`config.mk`:
```
export PLATFORM = sky130hd
export DESIGN_NAME = tw_rom4_seq_ctrl_flat
export DESIGN_NICKNAME = d
export VERILOG_FILES = /design/src/rtl/tw_rom4_seq_ctrl_if.sv /design/src/rtl/tw_rom4_seq_ctrl.sv /design/src/flat_wrapper.sv
export SDC_FILE = /design/constraint.sdc
export NUM_CORES = 1
export LEC_CHECK = 0
export CAP_MARGIN = 20
export CORE_MARGIN = 2
export CORE_UTILIZATION = 38
export CTS_BUF_LIST = sky130_fd_sc_hd__clkbuf_8
export DETAILED_ROUTE_END_ITERATION = 8
export DONT_BUFFER_PORTS = 1
export SKIP_LAST_GASP = 1
export SYNTH_ARGS = -nofsm -noshare
export SYNTH_HDL_FRONTEND = slang
export SYNTH_SLANG_ARGS = --single-unit
```
`constraint.sdc`:
```
create_clock -name CLK -period 13.5 [get_ports CLK]
set_input_delay 0.675 -clock CLK [delete_from_list [all_inputs] [get_ports CLK]]
set_output_delay 0.675 -clock CLK [all_outputs]
set_load 0.1 [all_outputs]
```
`src/rtl/tw_rom4_seq_ctrl_if.sv`:
```
// ---------------------------------------------------------------------------
// tw_rom4_seq_ctrl_if
//   Twiddle-reload stream from the FFT controller into the ROM sequencer.
//
//   Handshake: the source drives tw_valid and tw_data. It holds both stable
//   while tw_valid=1 and tw_ready=0. A word transfers on every rising clock
//   edge where tw_valid & tw_ready. tw_ready never depends on tw_valid.
//
//   Signals:
//     tw_valid  source -> sink  word present
//     tw_data   source -> sink  twiddle half-word (DW bits)
//     tw_ready  sink -> source  sink can take a word this cycle
//
//   Modports: master = source (controller), slave = sink (sequencer).
// ---------------------------------------------------------------------------
interface tw_rom4_seq_ctrl_if #(
  parameter int DW = 64
) ();
  logic          tw_valid;
  logic [DW-1:0] tw_data;
  logic          tw_ready;

  modport master (output tw_valid, output tw_data, input tw_ready);
  modport slave  (input tw_valid, input tw_data, output tw_ready);
endinterface

```
`src/rtl/tw_rom4_seq_ctrl.sv`:
```
// ---------------------------------------------------------------------------
// tw_rom4_seq_ctrl
//   Sequencer for the 4-entry radix-16 twiddle ROM. An optional reload runs
//   first. It collects 4 upper halves, then writes them as a gap-free burst
//   with code 1. It collects 4 lower halves, then writes them as a burst with
//   code 2. It then waits SETTLE_CYC cycles for the ROM's lower-half bypass
//   FIFO to drain. After that it runs NUM_STAGES stages of STAGE_CYC cycles
//   each with the ROM enabled, and pulses done.
//
// Ports:
//   CLK, rst            clock; asynchronous active-high reset
//   start, load_en      start request (IDLE only); load_en selects the reload
//   abort               synchronous abort back to IDLE, highest priority
//   tw                  reload stream (slave side of tw_rom4_seq_ctrl_if)
//   stage_counter       ROM stage select; 7 when not running
//   CEN                 ROM enable, active low
//   state               ROM state code; 4 in RUN, 0 otherwise
//   ROM4_w              0 none, 1 upper-half write, 2 lower-half write
//   horizontal_data_in  ROM write data; holds its value outside bursts
//   busy, done          FSM not idle; one-cycle completion pulse
//   fsm_state_dbg       raw FSM state register, for observation only
// ---------------------------------------------------------------------------
module tw_rom4_seq_ctrl #(
  parameter int DW         = 64,
  parameter int SC_WIDTH   = 3,
  parameter int S_WIDTH    = 4,
  parameter int ENTRIES    = 4,
  parameter int SETTLE_CYC = 13,
  parameter int STAGE_CYC  = 256,
  parameter int NUM_STAGES = 3
) (
  input  logic                CLK,
  input  logic                rst,
  input  logic                start,
  input  logic                load_en,
  input  logic                abort,
  tw_rom4_seq_ctrl_if.slave   tw,
  output logic [SC_WIDTH-1:0] stage_counter,
  output logic                CEN,
  output logic [S_WIDTH-1:0]  state,
  output logic [1:0]          ROM4_w,
  output logic [DW-1:0]       horizontal_data_in,
  output logic                busy,
  output logic                done,
  output logic [2:0]          fsm_state_dbg
);

  localparam int WW     = (ENTRIES > 1) ? $clog2(ENTRIES) : 1;
  localparam int CYC_MX = (STAGE_CYC > SETTLE_CYC) ? STAGE_CYC : SETTLE_CYC;
  localparam int CW     = (CYC_MX > 1) ? $clog2(CYC_MX) : 1;

  localparam logic [WW-1:0]       LAST_ENTRY = WW'(ENTRIES - 1);
  localparam logic [CW-1:0]       SETTLE_TC  = CW'(SETTLE_CYC - 1);
  localparam logic [CW-1:0]       STAGE_TC   = CW'(STAGE_CYC - 1);
  localparam logic [SC_WIDTH-1:0] LAST_STAGE = SC_WIDTH'(NUM_STAGES - 1);
  localparam logic [SC_WIDTH-1:0] SC_IDLE    = SC_WIDTH'(7);
  localparam logic [S_WIDTH-1:0]  ST_RUN     = S_WIDTH'(4);

  typedef enum logic [2:0] {
    IDLE     = 3'd0,
    LOAD_HI  = 3'd1,
    BURST_HI = 3'd2,
    LOAD_LO  = 3'd3,
    BURST_LO = 3'd4,
    SETTLE   = 3'd5,
    RUN      = 3'd6,
    DONE     = 3'd7
  } fsm_t;

  fsm_t          fsm_q;
  logic [WW-1:0] wcnt_q;   // next buffer slot to fill
  logic [WW-1:0] bcnt_q;   // burst word currently on the ROM port
  logic [CW-1:0] cyc_q;    // settle / stage cycle counter
  logic [DW-1:0] tw_buf [ENTRIES];

  logic accept;

  // tw_ready is the only output decoded straight from the state register.
  assign tw.tw_ready   = (fsm_q == LOAD_HI) || (fsm_q == LOAD_LO);
  assign accept        = tw.tw_valid && tw.tw_ready;
  assign fsm_state_dbg = fsm_q;

  always_ff @(posedge CLK or posedge rst) begin
    if (rst) begin
      fsm_q              <= IDLE;
      wcnt_q             <= '0;
      bcnt_q             <= '0;
      cyc_q              <= '0;
      stage_counter      <= SC_IDLE;
      CEN                <= 1'b1;
      state              <= '0;
      ROM4_w             <= 2'd0;
      horizontal_data_in <= '0;
      busy               <= 1'b0;
      done               <= 1'b0;
      for (int i = 0; i < ENTRIES; i++) tw_buf[i] <= '0;
    end else if (abort) begin
      // The buffer and horizontal_data_in are left alone on purpose. A word
      // handed over in this cycle is dropped.
      fsm_q         <= IDLE;
      wcnt_q        <= '0;
      bcnt_q        <= '0;
      cyc_q         <= '0;
      stage_counter <= SC_IDLE;
      CEN           <= 1'b1;
      state         <= '0;
      ROM4_w        <= 2'd0;
      busy          <= 1'b0;
      done          <= 1'b0;
    end else begin
      case (fsm_q)
        IDLE: begin
          if (start) begin
            busy <= 1'b1;
            if (load_en) begin
              fsm_q <= LOAD_HI;
            end else begin
              fsm_q         <= RUN;
              cyc_q         <= '0;
              CEN           <= 1'b0;
              stage_counter <= '0;
              state         <= ST_RUN;
            end
          end
        end

        LOAD_HI, LOAD_LO: begin
          if (accept) begin
            tw_buf[wcnt_q] <= tw.tw_data;
            wcnt_q         <= wcnt_q + 1'b1;
            if (wcnt_q == LAST_ENTRY) begin
              // Entry 0 goes out on the next cycle. The write to the last
              // slot lands in the same edge, so it is not needed until k=3.
              fsm_q              <= (fsm_q == LOAD_HI) ? BURST_HI : BURST_LO;
              ROM4_w             <= (fsm_q == LOAD_HI) ? 2'd1 : 2'd2;
              horizontal_data_in <= tw_buf[0];
              bcnt_q             <= '0;
            end
          end
        end

        BURST_HI, BURST_LO: begin
          bcnt_q <= bcnt_q + 1'b1;
          if (bcnt_q == LAST_ENTRY) begin
            ROM4_w <= 2'd0;
            fsm_q  <= (fsm_q == BURST_HI) ? LOAD_LO : SETTLE;
            cyc_q  <= '0;
          end else begin
            horizontal_data_in <= tw_buf[bcnt_q + 1'b1];
          end
        end

        SETTLE: begin
          if (cyc_q == SETTLE_TC) begin
            cyc_q         <= '0;
            fsm_q         <= RUN;
            CEN           <= 1'b0;
            stage_counter <= '0;
            state         <= ST_RUN;
          end else begin
            cyc_q <= cyc_q + 1'b1;
          end
        end

        RUN: begin
          if (cyc_q == STAGE_TC) begin
            cyc_q <= '0;
            if (stage_counter == LAST_STAGE) begin
              fsm_q         <= DONE;
              CEN           <= 1'b1;
              stage_counter <= SC_IDLE;
              state         <= '0;
              done          <= 1'b1;
            end else begin
              stage_counter <= stage_counter + 1'b1;
            end
          end else begin
            cyc_q <= cyc_q + 1'b1;
          end
        end

        DONE: begin
          done  <= 1'b0;
          busy  <= 1'b0;
          fsm_q <= IDLE;
        end

        default: fsm_q <= IDLE;
      endcase
    end
  end

endmodule

```
`src/flat_wrapper.sv`:
```
// flat-port wrapper written by rule: the top's interface ports become plain ports
module tw_rom4_seq_ctrl_flat 
#(
  parameter int DW         = 64,
  parameter int SC_WIDTH   = 3,
  parameter int S_WIDTH    = 4,
  parameter int ENTRIES    = 4,
  parameter int SETTLE_CYC = 13,
  parameter int STAGE_CYC  = 256,
  parameter int NUM_STAGES = 3
)
  (CLK, rst, start, load_en, abort, stage_counter, CEN, state, ROM4_w, horizontal_data_in, busy, done, fsm_state_dbg, tw_tw_valid, tw_tw_data, tw_tw_ready);
  tw_rom4_seq_ctrl_if #(.DW(DW)) tw_i ();
  input  logic CLK;
  input  logic rst;
  input  logic start;
  input  logic load_en;
  input  logic abort;
  output logic [SC_WIDTH-1:0] stage_counter;
  output logic CEN;
  output logic [S_WIDTH-1:0] state;
  output logic [1:0] ROM4_w;
  output logic [DW-1:0] horizontal_data_in;
  output logic busy;
  output logic done;
  output logic [2:0] fsm_state_dbg;
  input wire logic [$bits(tw_i.tw_valid)-1:0] tw_tw_valid;
  input wire logic [$bits(tw_i.tw_data)-1:0] tw_tw_data;
  output wire logic [$bits(tw_i.tw_ready)-1:0] tw_tw_ready;
  assign tw_i.tw_valid = tw_tw_valid;
  assign tw_i.tw_data = tw_tw_data;
  assign tw_tw_ready = tw_i.tw_ready;
  tw_rom4_seq_ctrl #(.DW(DW), .SC_WIDTH(SC_WIDTH), .S_WIDTH(S_WIDTH), .ENTRIES(ENTRIES), .SETTLE_CYC(SETTLE_CYC), .STAGE_CYC(STAGE_CYC), .NUM_STAGES(NUM_STAGES)) u_core (.CLK(CLK), .rst(rst), .start(start), .load_en(load_en), .abort(abort), .tw(tw_i), .stage_counter(stage_counter), .CEN(CEN), .state(state), .ROM4_w(ROM4_w), .horizontal_data_in(horizontal_data_in), .busy(busy), .done(done), .fsm_state_dbg(fsm_state_dbg));
endmodule
```
==> results by group, run 1 <==
Synthesis
  – Combinational family with the most area after synthesis: multiplexers
  – Xor/xnor share of the synthesized area: less than 1%
  – Syn_area_per_cell: 12.4 sq um
  – Post-synth top area share: between 50% and 60%
  – Cell count after synthesis: 1,222
  – Synth Area in Simple Gates: 5.76%
  – Top FF cell, synth: dfrtp_1
  – Seq/Total Area, Yosys: 56.9%
  – Number of synthesized register bits: 344
  – Compound-Gate Fraction of Synth Area: approximately a tenth
  – Adder-Cell Fraction of Synth Area: 0.744%
  – Yosys top cell by area: dfrtp_1
  – Synth top area cells: dfrtp_1 (56%), mux2_2 (24%), o21ai_0 (4.4%)
  – Mapped cell area: 0.0151 sq mm
  – Yosys warns: 0
  – Mux contribution to synthesized area: 24.0%
  – FFs w/ async S/R, synth: 100%
  – Post-synth EDFFs: 0
  – Yosys cell types: between 50 and 60

STA
  – Fin Setup TNS: 0 ns
  – Achievable Freq: 261 MHz
  – Max Clock Skew: between 0.02 and 0.025 ns
  – Fin. Hold Viols: 0
  – Worst-Margin Slew: 1.12 ns
  – Final setup vio count: 0
  – Min cycle time layout: 3.83 ns
  – Final Slew Violations: 0
  – Slew margin rel.: approximately 25%
  – Final Cycle Share: 28.4%
  – RSZ-0062 raised after global routing: no

Clock tree
  – Max H-tree Level: 2
  – Clk slew on worst S/H paths: 0.06 ns
  – Skew-Pair Late Insertion Delay: between 0.6 and 0.7 ns
  – CTS Buf Count: 60
  – Hold_buf cts: 0
  – Post_cts resized: 0
  – Longest Clk Path Bufs: 3
  – Clock sink count: 344
  – Clk root buf: clkbuf_8
  – Setup Fix Bufs, Post-CTS: 0
  – CTS tree: built

Place
  – IO Port Bufs: 0
  – GPL Wtd Cong: 0.729
  – Post-DP Area: between 0.015 and 0.02 sq mm
  – Post-DP HPWL: about 20 mm

GRT
  – Largest net degree at the start of global routing: 122
  – Initial antenna violation count: 0
  – Overall Global Routing Usage: 17.6%
  – Total gr overflow: 0
  – Global-route wire length before repair: about 57 mm
  – Vias in the first global route: approximately 10,000

Finish
  – Sequential standard cell area: about 0.0086 sq mm
  – Antenna Cells: 0
  – Filler instances: 3,673
  – Area growth from synthesis to layout: 11.4%
  – Nets: 1,296
  – Multi-input gate area: approximately 0.0062 sq mm
  – Non-Filler Cell Area, Final: approximately 0.017 sq mm
  – Share of layout cells above drive strength 1: 36.1%

Worst setup path
  – R2r startpoint: u_core.bcnt_q[0]
  – Length in cells of the worst reg-to-reg path: 8
  – Worst EP arrival: 4.31 ns
  – FF-to-FF End: u_core.horizontal_data_in[26]
  – Endpoint type of the worst setup path: register
  – FF-to-FF setup slack: 9.67 ns
  – Worst-path maximum fanout: 41
  – Worst Path Required: 13.98 ns
  – Startpoint Class: register
  – Critical setup path kind: register to register

Detailed routing
  – Drt first pass iters: 4
  – Post-DR vias/cell: 5.28
  – Post-route ant nets: 0
  – DR vias: roughly 9,400
  – DRT iter0 DRCs: 317
  – Wire per inst: slightly above 20 um
  – Final WL: 35.9 mm
  – Drc violations: 0

Die
  – I/O pin cnt: 150
  – Initial Util: around two fifths
  – DIE HEIGHT: around 200 um
  – Std cell rows: 73
  – Die width: 204 um
  – Die Area: slightly above 0.04 sq mm
  – Core ar.: 0.0395 sq mm

Status
  – Status: finished, final reports clean

Pwr
  – Power per cell area: 251 mW/mm^2
  – Worst vdd ir: 0.136 mV
  – Leak: 8.08 nW

Min path
  – Worst hold path class: input port to asynchronous set/reset pin

Flow run
  – Max-Cap Viols: 0
==> metal layers <==
layer | global-route usage, % | vias to the layer above | wire, um
met5 | 0 | - | 0
li1 | - | 4351 | -
met1 | 22.2 | 4831 | 15900
met4 | 4.98 | 0 | 605
met2 | 28.7 | 187 | 17000
met3 | 5.80 | 50 | 2410
==> power by group <==
part	internal (mW)	switching [mW]
registers	1.30	0.832
logic	0.480	0.649
clock network	0.528	0.428
total	2.31	1.91
==> critical path, stage by stage (launching register included) <==
cell and delay, ns:
dfrtp_4 0.68, ha_4 0.60, buf_4 0.67, nand2_2 0.64
buf_4 0.51, o22ai_1 0.23, nand2_1 0.06, o21ai_0 0.10
o21ai_0 0.10
==> layout by cell type, fill, tap and decap left out, drive strengths merged, types with 12 or more instances in the layout <==
cell type  synthesis  final
o22ai             65     65
mux2             323    323
inv               10     29
buf               51     17
o21ai            136    136
nand2            152    152
dfrtp            340    340
nor2              17     17
a21oi             12     12
clkbuf            35     81
==> state kept, by name, indices dropped and copies added (netlist names), 2 cells and up <==
name and flops:
u_core.tw_buf 256, u_core.horizontal_data_in 64, u_core.cyc_q 8, u_core.fsm_state_dbg 3
u_core.stage_counter 3, u_core.ROM4_w 2, u_core.bcnt_q 2, u_core.wcnt_q 2
==> worst max-delay path by stage <==
stage,end,slack [ns],start
2_1_floorplan,u_core.ROM4_w[0],3.29,rst
3_3_place_gp,u_core.horizontal_data_in[5],9.55,u_core.fsm_state_dbg[0]
3_5_place_dp,u_core.horizontal_data_in[33],9.65,u_core.bcnt_q[0]
4_1_cts,u_core.horizontal_data_in[26],9.62,u_core.bcnt_q[0]
5_1_grt,u_core.horizontal_data_in[23],9.40,u_core.bcnt_q[0]
6_report,u_core.horizontal_data_in[26],9.67,u_core.bcnt_q[0]
==> Yosys cell counts, types with 2 or more instances <==
cell,n
nand3b_1,2
buf_4,4
o21a_1,2
inv_1,10
a211o_1,3
xnor2_1,3
buf_6,3
mux2_2,323
dfrtp_1,340
nor2_1,17
nor3b_1,3
o21ai_1,2
o21ai_0,134
dfstp_2,4
clkbuf_1,32
a22o_1,3
a21oi_1,11
nand2_1,152
or2_2,3
o21bai_1,2
nor4bb_1,2
a31oi_1,2
nor3_1,9
buf_2,37
clkbuf_2,3
and2_1,2
buf_1,7
ha_1,9
o22a_1,2
o22ai_1,65
nand3_1,5
nand2b_1,4
==> final cells by class <==
class	count	share of cell area, %
clock buffers	81	6.62
clock inverters	23	0.587
inverters	10	0.267
multi-input cells	784	36.5
flip-flops and latches	344	51.1
well taps	525	3.90
repair buffers	17	0.950
==> stage by stage <==
step / utilization [%] / cells / hold WS (ns) / power, mW / worst slack, ns
after global routing: 42.6 / 1784 / 0.0287 / 4.48 / 9.40
after CTS: 42.5 / 1783 / 0.0179 / 4.28 / 9.62
after global placement: 39.4 / 1678 / 0.481 / 3.27 / 9.55
final: 42.6 / 1784 / 0.0466 / 4.22 / 9.67
after floorplan: - / 1224 / 0.452 / 2.98 / 3.29
after detailed placement: 39.5 / 1679 / 0.487 / 3.30 / 9.65
==> logic make-up (layout without fill, tap and decap cells) <==
family,Yosys count,count (layout)
buffers and inverters,96,131
other,1,3
AND/OR/NAND/NOR,205,205
AO/OA/AOI/OAI,240,240
flip-flops,344,344
multiplexers,323,323
XOR/XNOR,4,4
adder cells (fa/ha/maj),9,9
Note: power is estimated with default switching activity, not from simulation.
==> run 2: changes to the inputs <==
clock period = 3.48 ns   (was 13.5 ns; I/O delays follow)
==> run 2 against run 1 <==
Effect of this change: die area stayed put; global-route usage about the same; count of clock-buffer cells in the layout shrank 3; via count grew 3.0%; non-clock buffer count increased by 79; clock power rose to 4.1 times the previous value; sequential power increased to 3.8 times the previous value; sequential share of layout area decreased by 2.6 points; cell count increased by 5.0%; final area up 5.3%; critical path type unchanged; critical endpoint is now u_core.wcnt_q[1]; largest cell class unchanged.
==> results by group, run 2 (synthesis gave the netlist of run 1 again) <==
Clock tree
  – Clk slew on worst S/H paths: 0.06 ns (about the same)
  – Skew-Pair Late Insertion Delay: 0.65 ns (about the same)
  – Clk root buf: clkbuf_8
  – CTS tree: built
  – CTS Buf Count: 60 (unchanged)
  – Hold_buf cts: 70 (+70)
  – Max H-tree Level: 2 (unchanged)
  – Post_cts resized: 0 (unchanged)
  – Setup Fix Bufs, Post-CTS: 0 (unchanged)
  – Longest Clk Path Bufs: 3 (unchanged)
  – Clock sink count: 344 (unchanged)

STA
  – Achievable Freq: 421 MHz (+62%)
  – Worst-Margin Slew: 0.996 ns (-0.123 ns)
  – Max Clock Skew: 0.0267 ns (+0.00336 ns)
  – Slew margin rel.: 33.6% (+8.2 points)
  – RSZ-0062 raised after global routing: no
  – Final setup vio count: 0 (unchanged)
  – Min cycle time layout: 2.37 ns (-1.46 ns)
  – Final Cycle Share: 68.2% (+40 points)
  – Fin. Hold Viols: 0 (unchanged)
  – Final Slew Violations: 0 (unchanged)

Place
  – IO Port Bufs: 0 (unchanged)
  – GPL Wtd Cong: 0.725 (-0.55%)
  – Post-DP HPWL: 20.7 mm (+3.9%)
  – Post-DP Area: 0.0157 sq mm (+0.83%)

Detailed routing
  – Drt first pass iters: 5 (+1)
  – DRT iter0 DRCs: 308 (-2.8%)
  – Wire per inst: 19.0 um (-5.4%)
  – DR vias: 9,704 (+3.0%)
  – Drc violations: 0 (unchanged)
  – Final WL: 35.7 mm (-0.66%)
  – Post-route ant nets: 0 (unchanged)
  – Post-DR vias/cell: 5.18 (-1.9%)

Die
  – Die width: 204 um (unchanged)
  – Initial Util: 38.3% (unchanged)
  – Die Area: 0.0414 sq mm (unchanged)
  – DIE HEIGHT: 204 um (unchanged)
  – Core ar.: 0.0395 sq mm (unchanged)
  – Std cell rows: 73 (unchanged)
  – I/O pin cnt: 150 (unchanged)

Finish
  – Most frequent cells in the layout: dfrtp_1 (339), mux2_2 (323), nand2_1 (147)
  – Final Core Density: 44.9% (+2.3 points)
  – Largest registers: u_core.tw_buf x256, u_core.horizontal_data_in x64, u_core.cyc_q x8
  – Nets: 1,375 (+6.1%)
  – Filler instances: 3,580 (-2.5%)
  – Most common cell after layout, fill and taps aside: dfrtp_1
  – Register with the most flip-flops: u_core.tw_buf
  – Max FFs per register: 256 (unchanged)
  – Multi-input gate area: 0.00616 sq mm (about the same)
  – Sequential standard cell area: 0.00861 sq mm (about the same)
  – Share of layout cells above drive strength 1: 34.9% (-1.2 points)
  – Area growth from synthesis to layout: 17.3%
  – Non-Filler Cell Area, Final: 0.0177 sq mm (+5.3%)

Worst setup path
  – Worst path max stage delay: 0.60 ns (-0.08 ns)
  – Startpoint Class: register
  – CP cell instances: buf_4 -> nand2b_1 -> inv_1 -> buf_4 -> nand2_1 -> nand2_1 -> a21oi_1 -> dlygate4sd3_1
  – Endpoint type of the worst setup path: register
  – Critical setup path kind: register to register
  – Crit path max-delay family: buffers and inverters
  – Worst Path Required: 4.01 ns (-9.97 ns)
  – FF-to-FF setup slack: 1.11 ns (-8.56 ns)
  – Worst path slowest cell: dlygate4sd3_1
  – Worst-path maximum fanout: 18 (-56%)
  – R2r startpoint: u_core.fsm_state_dbg[0]
  – FF-to-FF End: u_core.wcnt_q[1]
  – Worst EP arrival: 2.90 ns (-1.41 ns)
  – Worst path bufs/invs: 4 (+2)
  – Length in cells of the worst reg-to-reg path: 8 (unchanged)

Pwr
  – Leak: 8.47 nW (+4.9%)
  – Power per cell area: 942 mW/mm^2 (+280%)
  – Worst vdd ir: 0.641 mV (+370%)

Status
  – Status: finished, final reports clean

GRT
  – Vias in the first global route: 10,500 (+4.8%)
  – Total gr overflow: 0 (unchanged)
  – Largest net degree at the start of global routing: 103 (-16%)
  – Global-route wire length before repair: 57.6 mm (+1.4%)
  – Initial antenna violation count: 2 (+2)
  – Overall Global Routing Usage: 17.5% (about the same)

Flow run
  – Max-Cap Viols: 0 (unchanged)

Min path
  – Worst hold path class: input port to asynchronous set/reset pin
-- run 2: cell count changes in the layout (fill, tap and decap cells not counted), sizes merged --
cell         delta
buf             +9
bufinv          +3
clkbuf          -3
clkinv          +7
clkinvlp        +2
diode           +1
dlygate4sd3    +70
-- run 2: through the flow --
stage / cells / power, mW / setup WS, ns / setup TNS (ns) / hold slack (ns)
after floorplan: 1224 / 11.5 / -1.29 / -439.87 / 0.316
after global placement: 1689 / 12.7 / 1.12 / 0 / 0.181
after detailed placement: 1689 / 12.8 / 1.08 / 0 / 0.184
after CTS: 1872 / 16.9 / 1.04 / 0 / 0.103
after global routing: 1873 / 17.8 / 0.892 / 0 / 0.113
final: 1873 / 16.7 / 1.11 / 0 / 0.138
-- run 2: how the worst max path moves through the flow --
| stage | startpoint | end | slack (ns) | cells after the start |
|---|---|---|---|---|
| 3_3_place_gp | u_core.bcnt_q[0] | u_core.horizontal_data_in[54] | 1.12 | 7 |
| 2_1_floorplan | rst | u_core.ROM4_w[0] | -1.29 | 1 |
| 6_report | u_core.fsm_state_dbg[0] | u_core.wcnt_q[1] | 1.11 | 8 |
| 5_1_grt | u_core.bcnt_q[1] | u_core.horizontal_data_in[6] | 0.89 | 6 |
| 3_5_place_dp | u_core.bcnt_q[0] | u_core.horizontal_data_in[11] | 1.08 | 6 |
| 4_1_cts | u_core.bcnt_q[0] | u_core.horizontal_data_in[11] | 1.04 | 6 |
-- run 2: layout make-up --
cell class / count / share of cell area [%]
Timing Repair Buffer: 96 / 5.47
Clock inverter: 35 / 1.30
Sequential cell: 344 / 48.5
Inverter: 10 / 0.233
Antenna cell: 1 / 0.0141
Multi-Input combinational cell: 784 / 34.7
Clock buffer: 78 / 6.05
Tap cell: 525 / 3.70
-- run 2: routing by layer --
metal  vias to the layer above  GRT usage, %  part of all wire [%]
met5                         -             0                 0.039
met2                       179          29.1                    48
met1                      4947          22.6                    45
li1                       4520             -                     -
met3                        56          4.65                   5.0
met4                         2          5.06                   1.9
-- run 2: worst reg2reg max path: cells and delay by family, from the launching register on --
family | cells | cell delay, ns
compound gates | 1 | 0.06
buf+inv | 4 | 1.43
simple gates | 3 | 0.43
flops | 1 | 0.35
-- run 2: power breakdown --
part	switching (mW)	internal [mW]	total [mW]	leakage (nW)
Combinational	2.60	1.97	4.57	3.16
Sequential	3.17	5.06	8.23	4.57
Clock	1.69	2.23	3.91	0.749
